## src/rtl/jtcop_arb_pkg.sv

```systemverilog
// rtl/jtcop_arb_pkg.sv - shared types, widths and priority helper for the SDRAM bank arbiter
package jtcop_arb_pkg;

    localparam int SDRAM_AW = 22;
    localparam int DW       = 16;

    typedef enum logic [1:0] {
        IDLE,
        WAIT_ACK,
        WAIT_DATA
    } arb_state_t;

    // Index of the lowest set bit; 0 when the vector is empty (callers qualify with |vec).
    function automatic logic [2:0] find_low(input logic [7:0] vec);
        find_low = 3'd0;
        for (int i = 7; i >= 0; i--) begin
            if (vec[i]) find_low = 3'(i);
        end
    endfunction

endpackage

```

## src/rtl/jtcop_sdram_arb_if.sv

```systemverilog
// rtl/jtcop_sdram_arb_if.sv - SDRAM bank port between the arbiter (master) and the controller (slave)
interface jtcop_sdram_arb_if;
    import jtcop_arb_pkg::*;

    logic [SDRAM_AW-1:0] sdram_addr;
    logic                sdram_rd;
    logic                sdram_wr;
    logic                sdram_ack;
    logic                data_dst;
    logic                data_rdy;
    logic [DW-1:0]       data_read;
    logic [DW-1:0]       data_write;
    logic [1:0]          sdram_wrmask;

    modport master (
        output sdram_addr, sdram_rd, sdram_wr, data_write, sdram_wrmask,
        input  sdram_ack, data_dst, data_rdy, data_read
    );

    modport slave (
        input  sdram_addr, sdram_rd, sdram_wr, data_write, sdram_wrmask,
        output sdram_ack, data_dst, data_rdy, data_read
    );

endinterface

```

## src/rtl/jtcop_arb_prio.sv

```systemverilog
// rtl/jtcop_arb_prio.sv - combinational slot selector: starved slots first, then fixed or round-robin order
module jtcop_arb_prio
    import jtcop_arb_pkg::*;
#(
    parameter int SLOTS = 5,
    parameter int RR    = 0,
    parameter int IW    = 3
) (
    input  logic [SLOTS-1:0] pending,
    input  logic [IW-1:0]    ptr,
    input  logic [SLOTS-1:0] starve,
    output logic [SLOTS-1:0] gnt_oh,
    output logic [IW-1:0]    gnt_idx,
    output logic             gnt_any
);

    logic [7:0] pend8;
    logic [7:0] starve8;
    logic [7:0] above8;
    logic [2:0] idx3;

    always_comb begin
        pend8   = 8'(pending);
        starve8 = 8'(starve);
        // Round-robin: first look at or above the pointer, then wrap to the bottom.
        above8  = pend8 & (8'hFF << ptr);
        if (|starve8) begin
            idx3 = find_low(starve8);
        end else if (RR != 0 && |above8) begin
            idx3 = find_low(above8);
        end else begin
            idx3 = find_low(pend8);
        end
        gnt_any = |pending;
        gnt_idx = IW'(idx3);
        gnt_oh  = gnt_any ? (SLOTS'(1) << gnt_idx) : '0;
    end

endmodule

```

## src/rtl/jtcop_sdram_arb.sv

```systemverilog
// rtl/jtcop_sdram_arb.sv - N-slot SDRAM bank client with per-slot offset and one-word read cache
// Optional starvation override: define JTCOP_SDRAM_ARB_STARVE_EN.
module jtcop_sdram_arb
    import jtcop_arb_pkg::*;
#(
    parameter int SLOTS   = 5,
    parameter int AW      = 15,
    parameter int RR      = 0,
    parameter int MAXWAIT = 63
) (
    input  logic                    clk,
    input  logic                    rst_n,
    input  logic [SLOTS-1:0]        slot_cs,
    input  logic [SLOTS*AW-1:0]     slot_addr,
    input  logic [SLOTS*SDRAM_AW-1:0] slot_offset,
    input  logic [SLOTS-1:0]        slot_wen,
    input  logic [SLOTS*DW-1:0]     slot_din,
    input  logic [SLOTS*2-1:0]      slot_wrmask,
    output logic [SLOTS*DW-1:0]     slot_dout,
    output logic [SLOTS-1:0]        slot_ok,
    jtcop_sdram_arb_if.master       sdram
);

    localparam int IW = (SLOTS > 1) ? $clog2(SLOTS) : 1;

    arb_state_t          state, state_nx;
    logic [IW-1:0]       win, win_nx, rr_ptr, ptr_nx;
    logic [AW-1:0]       lat_addr, lat_addr_nx;
    logic                lat_wen, lat_wen_nx;
    logic                rd_nx, wr_nx;
    logic [SDRAM_AW-1:0] addr_nx;
    logic [DW-1:0]       dw_nx;
    logic [1:0]          mask_nx;
    logic                grant, fill;

    logic [SLOTS-1:0]    cache_vld, wdone;
    logic [AW-1:0]       cache_addr [SLOTS];
    logic [SDRAM_AW-1:0] cache_full [SLOTS];
    logic [DW-1:0]       cache_data [SLOTS];
    logic [AW-1:0]       wdone_addr [SLOTS];
    logic [SDRAM_AW-1:0] full_addr  [SLOTS];

    logic [SLOTS-1:0]    hit, done_eff, pending, inval, starve, gnt_oh, ok_nx;
    logic [IW-1:0]       gnt_idx;
    logic                gnt_any;

    jtcop_arb_prio #(.SLOTS(SLOTS), .RR(RR), .IW(IW)) u_prio (
        .pending (pending),
        .ptr     (rr_ptr),
        .starve  (starve),
        .gnt_oh  (gnt_oh),
        .gnt_idx (gnt_idx),
        .gnt_any (gnt_any)
    );

    always_comb begin
        for (int i = 0; i < SLOTS; i++) begin
            logic own_fill, match;
            full_addr[i] = slot_offset[i*SDRAM_AW +: SDRAM_AW] + SDRAM_AW'(slot_addr[i*AW +: AW]);
            hit[i]       = cache_vld[i] && (cache_addr[i] == slot_addr[i*AW +: AW]);
            done_eff[i]  = wdone[i] && (wdone_addr[i] == slot_addr[i*AW +: AW]);
            pending[i]   = slot_cs[i] && (slot_wen[i] ? !done_eff[i] : !hit[i]);
            inval[i]     = fill && lat_wen && cache_vld[i] && (cache_full[i] == sdram.sdram_addr);
            own_fill     = fill && (win == IW'(i));
            match        = lat_addr == slot_addr[i*AW +: AW];
            // A cache being overwritten or invalidated this cycle must not report a stale hit.
            if (slot_wen[i]) begin
                ok_nx[i] = slot_cs[i] && (done_eff[i] || (own_fill && lat_wen && match));
            end else begin
                ok_nx[i] = slot_cs[i] &&
                           ((hit[i] && !inval[i] && !(own_fill && !lat_wen)) ||
                            (own_fill && !lat_wen && match));
            end
            slot_dout[i*DW +: DW] = cache_data[i];
        end
    end

    always_comb begin
        state_nx    = state;
        win_nx      = win;
        ptr_nx      = rr_ptr;
        lat_addr_nx = lat_addr;
        lat_wen_nx  = lat_wen;
        rd_nx       = sdram.sdram_rd;
        wr_nx       = sdram.sdram_wr;
        addr_nx     = sdram.sdram_addr;
        dw_nx       = sdram.data_write;
        mask_nx     = sdram.sdram_wrmask;
        grant       = 1'b0;
        fill        = 1'b0;
        case (state)
            IDLE: begin
                if (gnt_any) begin
                    grant       = 1'b1;
                    win_nx      = gnt_idx;
                    ptr_nx      = (gnt_idx == IW'(SLOTS-1)) ? '0 : gnt_idx + IW'(1);
                    lat_addr_nx = slot_addr[int'(gnt_idx)*AW +: AW];
                    lat_wen_nx  = slot_wen[gnt_idx];
                    addr_nx     = full_addr[gnt_idx];
                    dw_nx       = slot_din[int'(gnt_idx)*DW +: DW];
                    mask_nx     = slot_wrmask[int'(gnt_idx)*2 +: 2];
                    rd_nx       = !slot_wen[gnt_idx];
                    wr_nx       = slot_wen[gnt_idx];
                    state_nx    = WAIT_ACK;
                end
            end
            WAIT_ACK: begin
                if (sdram.sdram_ack) begin
                    rd_nx    = 1'b0;
                    wr_nx    = 1'b0;
                    state_nx = WAIT_DATA;
                end
            end
            WAIT_DATA: begin
                if (sdram.data_rdy) begin
                    fill     = 1'b1;
                    state_nx = IDLE;
                end
            end
            default: state_nx = IDLE;
        endcase
    end

    always_ff @(posedge clk or negedge rst_n) begin
        if (!rst_n) begin
            state              <= IDLE;
            win                <= '0;
            rr_ptr             <= '0;
            lat_addr           <= '0;
            lat_wen            <= 1'b0;
            sdram.sdram_rd     <= 1'b0;
            sdram.sdram_wr     <= 1'b0;
            sdram.sdram_addr   <= '0;
            sdram.data_write   <= '0;
            sdram.sdram_wrmask <= '0;
        end else begin
            state              <= state_nx;
            win                <= win_nx;
            rr_ptr             <= ptr_nx;
            lat_addr           <= lat_addr_nx;
            lat_wen            <= lat_wen_nx;
            sdram.sdram_rd     <= rd_nx;
            sdram.sdram_wr     <= wr_nx;
            sdram.sdram_addr   <= addr_nx;
            sdram.data_write   <= dw_nx;
            sdram.sdram_wrmask <= mask_nx;
        end
    end

    always_ff @(posedge clk or negedge rst_n) begin
        if (!rst_n) begin
            slot_ok   <= '0;
            cache_vld <= '0;
            wdone     <= '0;
            for (int i = 0; i < SLOTS; i++) begin
                cache_addr[i] <= '0;
                cache_full[i] <= '0;
                cache_data[i] <= '0;
                wdone_addr[i] <= '0;
            end
        end else begin
            slot_ok <= ok_nx;
            for (int i = 0; i < SLOTS; i++) begin
                if (fill && !lat_wen && win == IW'(i)) begin
                    cache_vld[i]  <= 1'b1;
                    cache_addr[i] <= lat_addr;
                    cache_full[i] <= sdram.sdram_addr;
                    cache_data[i] <= sdram.data_read;
                end else if (inval[i]) begin
                    cache_vld[i]  <= 1'b0;
                end
                if (fill && lat_wen && win == IW'(i)) begin
                    wdone[i]      <= 1'b1;
                    wdone_addr[i] <= lat_addr;
                end else if (!slot_cs[i] || !slot_wen[i] || slot_addr[i*AW +: AW] != wdone_addr[i]) begin
                    wdone[i]      <= 1'b0;
                end
            end
        end
    end

`ifdef JTCOP_SDRAM_ARB_STARVE_EN
    localparam int CW = $clog2(MAXWAIT + 1);
    logic [CW-1:0] wait_cnt [SLOTS];

    always_ff @(posedge clk or negedge rst_n) begin
        if (!rst_n) begin
            for (int i = 0; i < SLOTS; i++) wait_cnt[i] <= '0;
        end else begin
            for (int i = 0; i < SLOTS; i++) begin
                // The slot already in flight is being served, so it does not accumulate wait time.
                if (!pending[i] || (grant && gnt_oh[i]) || (state != IDLE && win == IW'(i))) begin
                    wait_cnt[i] <= '0;
                end else if (wait_cnt[i] != CW'(MAXWAIT)) begin
                    wait_cnt[i] <= wait_cnt[i] + CW'(1);
                end
            end
        end
    end

    always_comb begin
        for (int i = 0; i < SLOTS; i++) starve[i] = wait_cnt[i] == CW'(MAXWAIT);
    end

    logic unused_ok;
    assign unused_ok = &{1'b0, sdram.data_dst};
`else
    assign starve = '0;

    logic unused_ok;
    assign unused_ok = &{1'b0, sdram.data_dst, gnt_oh, grant, MAXWAIT[0]};
`endif

endmodule
```

## src/flat_wrapper.sv

```systemverilog
// flat-port wrapper written by rule: the top's interface ports become plain ports
module jtcop_sdram_arb_flat import jtcop_arb_pkg::*;
#(
    parameter int SLOTS   = 5,
    parameter int AW      = 15,
    parameter int RR      = 0,
    parameter int MAXWAIT = 63
)
  (clk, rst_n, slot_cs, slot_addr, slot_offset, slot_wen, slot_din, slot_wrmask, slot_dout, slot_ok, sdram_sdram_addr, sdram_sdram_rd, sdram_sdram_wr, sdram_data_write, sdram_sdram_wrmask, sdram_sdram_ack, sdram_data_dst, sdram_data_rdy, sdram_data_read);
  jtcop_sdram_arb_if sdram_i ();
  input  logic clk;
  input  logic rst_n;
  input  logic [SLOTS-1:0] slot_cs;
  input  logic [SLOTS*AW-1:0] slot_addr;
  input  logic [SLOTS*SDRAM_AW-1:0] slot_offset;
  input  logic [SLOTS-1:0] slot_wen;
  input  logic [SLOTS*DW-1:0] slot_din;
  input  logic [SLOTS*2-1:0] slot_wrmask;
  output logic [SLOTS*DW-1:0] slot_dout;
  output logic [SLOTS-1:0] slot_ok;
  output wire logic [$bits(sdram_i.sdram_addr)-1:0] sdram_sdram_addr;
  output wire logic [$bits(sdram_i.sdram_rd)-1:0] sdram_sdram_rd;
  output wire logic [$bits(sdram_i.sdram_wr)-1:0] sdram_sdram_wr;
  output wire logic [$bits(sdram_i.data_write)-1:0] sdram_data_write;
  output wire logic [$bits(sdram_i.sdram_wrmask)-1:0] sdram_sdram_wrmask;
  input wire logic [$bits(sdram_i.sdram_ack)-1:0] sdram_sdram_ack;
  input wire logic [$bits(sdram_i.data_dst)-1:0] sdram_data_dst;
  input wire logic [$bits(sdram_i.data_rdy)-1:0] sdram_data_rdy;
  input wire logic [$bits(sdram_i.data_read)-1:0] sdram_data_read;
  assign sdram_sdram_addr = sdram_i.sdram_addr;
  assign sdram_sdram_rd = sdram_i.sdram_rd;
  assign sdram_sdram_wr = sdram_i.sdram_wr;
  assign sdram_data_write = sdram_i.data_write;
  assign sdram_sdram_wrmask = sdram_i.sdram_wrmask;
  assign sdram_i.sdram_ack = sdram_sdram_ack;
  assign sdram_i.data_dst = sdram_data_dst;
  assign sdram_i.data_rdy = sdram_data_rdy;
  assign sdram_i.data_read = sdram_data_read;
  jtcop_sdram_arb #(.SLOTS(SLOTS), .AW(AW), .RR(RR), .MAXWAIT(MAXWAIT)) u_core (.clk(clk), .rst_n(rst_n), .slot_cs(slot_cs), .slot_addr(slot_addr), .slot_offset(slot_offset), .slot_wen(slot_wen), .slot_din(slot_din), .slot_wrmask(slot_wrmask), .slot_dout(slot_dout), .slot_ok(slot_ok), .sdram(sdram_i));
endmodule
```

## config.mk

```make
export PLATFORM = sky130hd
export DESIGN_NAME = jtcop_sdram_arb_flat
export DESIGN_NICKNAME = d
export VERILOG_FILES = /design/src/rtl/jtcop_arb_pkg.sv /design/src/rtl/jtcop_sdram_arb_if.sv /design/src/rtl/jtcop_arb_prio.sv /design/src/rtl/jtcop_sdram_arb.sv /design/src/flat_wrapper.sv
export SDC_FILE = /design/constraint.sdc
export NUM_CORES = 1
export LEC_CHECK = 0
export ABC_CLOCK_PERIOD_IN_PS = 3600
export CAP_MARGIN = 20
export CORE_MARGIN = 2
export CORE_UTILIZATION = 55
export DETAILED_ROUTE_END_ITERATION = 6
export PLACE_DENSITY = 0.86
export SLEW_MARGIN = 20
export SYNTH_ARGS = -nofsm -noshare
export SYNTH_HDL_FRONTEND = slang
export SYNTH_SLANG_ARGS = --single-unit
```

## constraint.sdc

```tcl
create_clock -name clk -period 3.6 [get_ports clk]
set_input_delay 0.72 -clock clk [delete_from_list [all_inputs] [get_ports clk]]
set_output_delay 0.72 -clock clk [all_outputs]
set_load 0.01 [all_outputs]
```

==> impl_metrics.json, run 1 <==
{
  "start_util_pct": 55.6,
  "grt_max_degree": 108,
  "p_leak_nw": 15.8,
  "cts_sinks": 418,
  "clockPowerShare_pct": 21.8,
  "hpwlAfterDp_mm": 75.5,
  "layout_min_cycle_time_ps": 3540,
  "synth_ff_type": "dfrtp_1",
  "utilization_pct": 76.2,
  "maxSlewViolCount": 0,
  "fin_skew_ps": 38.0,
  "fin_total_pwr_w": 0.0235,
  "die_x_um": 220,
  "rows": 79,
  "path_class": "in2reg",
  "clk_latency_ps": 610,
  "synth.distinct_cells": 80,
  "wl_per_cell_um": 26.1,
  "end_kind": "register",
  "grt_pass1_wl_mm": 146,
  "drc": 0,
  "syn_inst": 2452,
  "drtPass1Iterations": 6,
  "status": "finished clean",
  "timing.max_cap.violations": 0,
  "mappedNetlistArea_sq_um": 25800,
  "hp-class": "in2async",
  "track_usage_pct": 40.3,
  "start_kind": "input port",
  "synth_edf_count": 0,
  "antenna_found_initial": 5,
  "tightest_slew_ps": 1020,
  "fin_area_sq_um": 35300,
  "drive_above_1_share_pct": 26.1,
  "finalSetupTns_ps": 0,
  "period_share_pct": 98.4,
  "finalNetCount": 3565,
  "setup_viol": 0,
  "required_ps": 4050,
  "cts_buffers": 45,
  "fmax_mhz": 282,
  "hold_viol": 0,
  "cts_tree": "built",
  "vias": 24200,
  "seqPwrFrac_pct": 37.4,
  "irDropWorstVdd_uv": 524,
  "die_h_um": 220,
  "clock_path_buffers": 3,
  "gp_congestion": 1.07,
  "syn_avg_cell_area_sq_um": 10.5,
  "clk_pin_slew_ps": 60,
  "grt_pass1_vias": 24900,
  "routed_via_density": 6.33,
  "cts_hold_buf": 0,
  "dieArea_sq_um": 48600,
  "cellInternalPower_w": 0.0147,
  "synth_fp_nets": 2838,
  "core_sq_um": 46400,
  "synthArstFlopShare_pct": 100,
  "top_level_ports": 433,
  "place_area_sq_um": 33600,
  "p_sw_w": 0.00884,
  "ys_ff_latch": 418,
  "io_buffers": 431,
  "htreeDepth": 2,
  "comb_power_share_pct": 40.7,
  "cts_root_buffer": "clkbuf_16",
  "syn_to_final_growth_pct": 37.1,
  "drt_iter0_drc": 2714,
  "swShare_pct": 37.6,
  "grt-ovfl-total": 0,
  "worst-path-max-fanout": 5,
  "seq_area_frac_synth_pct": 40.6,
  "final_antenna_net_count": 0,
  "totalWireLength_mm": 99.8,
  "max_slew_margin_pct": 31.9,
  "p_per_area_nw_per_um2": 666,
  "synth_warnings": 0,
  "cp.arrival_ps": 3990,
  "fillCellCount": 3000
}
## layer usage
layer	up-vias	global-route usage, %	part of all wire (%)
met5	-	0	0.031
met4	4	26.8	7.5
met3	483	7.81	9.0
met2	1483	65.5	46
met1	11800	48.8	37
li1	10400	-	-
## power groups by stage
stage,sequential [W],clock (W),combinational [W]
2_1_floorplan,0.00764,0,0.00548
3_3_place_gp,0.00852,0,0.00894
3_5_place_dp,0.00872,0,0.00932
4_1_cts,0.00867,0.00516,0.00946
5_1_grt,0.00889,0.00536,0.0102
6_report,0.00881,0.00514,0.00959
## synth_stat cells, types with 5 or more instances
cell | instances | area, sq um
a21oi_1 | 63 | 315
mux2_2 | 338 | 3810
a211oi_1 | 17 | 128
fa_1 | 5 | 100
o221ai_1 | 40 | 350
o21ai_0 | 94 | 470
nor4_1 | 39 | 244
mux2_1 | 20 | 225
nor2_1 | 91 | 342
nand2b_1 | 15 | 93.8
nand3_1 | 81 | 405
ha_1 | 75 | 938
o31ai_1 | 6 | 45.0
mux2i_1 | 14 | 140
nor3b_1 | 5 | 37.5
a31oi_1 | 18 | 113
buf_2 | 18 | 90.1
a21o_1 | 22 | 165
dfrtp_1 | 418 | 10500
xnor2_1 | 233 | 2040
xor2_1 | 176 | 1540
buf_1 | 9 | 33.8
or3_1 | 31 | 194
clkbuf_1 | 119 | 447
nand2_1 | 132 | 495
o211ai_1 | 37 | 278
nor3_1 | 47 | 235
inv_1 | 22 | 82.6
nand4_1 | 103 | 644
o21ai_1 | 7 | 35.0
nor2b_1 | 10 | 62.6
and3_1 | 13 | 81.3
and2_1 | 9 | 56.3
o21bai_1 | 22 | 165
o21a_1 | 19 | 143
a211o_1 | 6 | 52.6
## critical path: stages
cell and delay [ps]:
clkdlybuf4s50_1 500, buf_4 220, xnor2_1 350, nand4_1 230
nor4_1 630, nand2_1 130, o211ai_1 120, buf_4 210
a311o_2 250, buf_4 170, nor2_1 70, a22oi_1 260
o21ai_1 110
## cells in the final DEF (no fill, tap or decap), types with 24 or more instances in the layout
master           count
nand3_1             79
clkdlybuf4s50_1    428
xnor2_1            231
nand2_1            129
ha_1                75
xor2_1             176
nor2_1              90
o211ai_1            37
nor4_1              38
dfrtp_1            418
mux2_2             338
buf_4              371
o21ai_0             91
nand4_1            103
o221ai_1            40
or3_1               31
buf_12              24
a21oi_1             63
clkbuf_16           47
nor3_1              47
## layout make-up
type                    count  area, sq um  share of cell area [%]
diodes                      5         12.5                  0.0354
clock inverters            16          292                   0.825
flip-flops and latches    418        10500                    29.6
repair buffers            826         7590                    21.5
well taps                 607          759                    2.15
inverters                  22         82.6                   0.234
clock buffers              66         1360                    3.84
multi-input cells        1866        14800                    41.8
## worst paths after layout
check                           slack [ps]                                 endpoint                                    from  depth (start not counted)
worst min-delay path                    80        u_core.wdone_addr[46]$_DFFE_PN0P_                                   rst_n                          1
worst max-delay path                    60  u_core.sdram.sdram_addr[16]$_DFFE_PN0P_                           slot_addr[67]                         13
worst max register to register         410  u_core.sdram.sdram_addr[17]$_DFFE_PN0P_       u_core.wdone_addr[17]$_DFFE_PN0P_                         13
max in group asynchronous             2400         u_core.slot_dout[30]$_DFFE_PN0P_                                   rst_n                          3
worst min register to register         500   u_core.sdram.data_write[2]$_DFFE_PN0P_  u_core.sdram.data_write[2]$_DFFE_PN0P_                          2
min in group clk                       500   u_core.sdram.data_write[2]$_DFFE_PN0P_  u_core.sdram.data_write[2]$_DFFE_PN0P_                          2
## flip-flops by register name (all words and copies together) (netlist names)
| register | flops |
|---|---|
| u_core.slot_dout | 80 |
| u_core.sdram.sdram_rd | 1 |
| u_core.lat_wen | 1 |
| u_core.cache_addr | 75 |
| u_core.sdram.sdram_addr | 22 |
| u_core.wdone | 5 |
| u_core.sdram.data_write | 16 |
| u_core.state | 2 |
| u_core.slot_ok | 5 |
| u_core.wdone_addr | 75 |
| u_core.win | 3 |
| u_core.lat_addr | 15 |
| u_core.cache_vld | 5 |
| u_core.sdram.sdram_wr | 1 |
| u_core.cache_full | 110 |
| u_core.sdram.sdram_wrmask | 2 |
## cells by family (layout without fill, tap and decap cells)
group / after synthesis / after routing / synth area share [%]
buffers and inverters: 168 / 930 / 2.53
flip-flops: 418 / 418 / 40.6
AND/OR/NAND/NOR: 595 / 595 / 11.8
multiplexers: 373 / 373 / 16.3
AO/OA/AOI/OAI: 409 / 409 / 10.8
adder cells (fa/ha/maj): 80 / 80 / 4.03
other: 0 / 5 / 0
XOR/XNOR: 409 / 409 / 13.9
## per-stage QoR
stage,worst slack [ps],instances,hold slack [ps]
after floorplan,511,2452,424
after global placement,-531,3739,481
after detailed placement,-582,3739,491
after CTS,7.81,3821,96.4
after global routing,-8.61,3823,119
final,58.6,3826,77.5
## repair_timing
item / in CTS / in global routing
setup endpoints to repair: 2 / 54
cloned: 0 / 0
resized for setup: 1 / 18
buffers inserted: 0 / 0
pin swaps: 0 / 2
Power figures use the tool's default switching activity.
==> inputs of run 2 (changes only) <==
--- a/config.mk
+++ b/config.mk
@@ -10,6 +10,7 @@
 export CORE_MARGIN = 2
 export CORE_UTILIZATION = 55
 export DETAILED_ROUTE_END_ITERATION = 6
+export HOLD_SLACK_MARGIN = 0.06
 export PLACE_DENSITY = 0.86
 export SLEW_MARGIN = 20
 export SYNTH_ARGS = -nofsm -noshare
==> results of run 2 <==
Same layout as run 1: the final DEF is identical, and so are final timing and power.
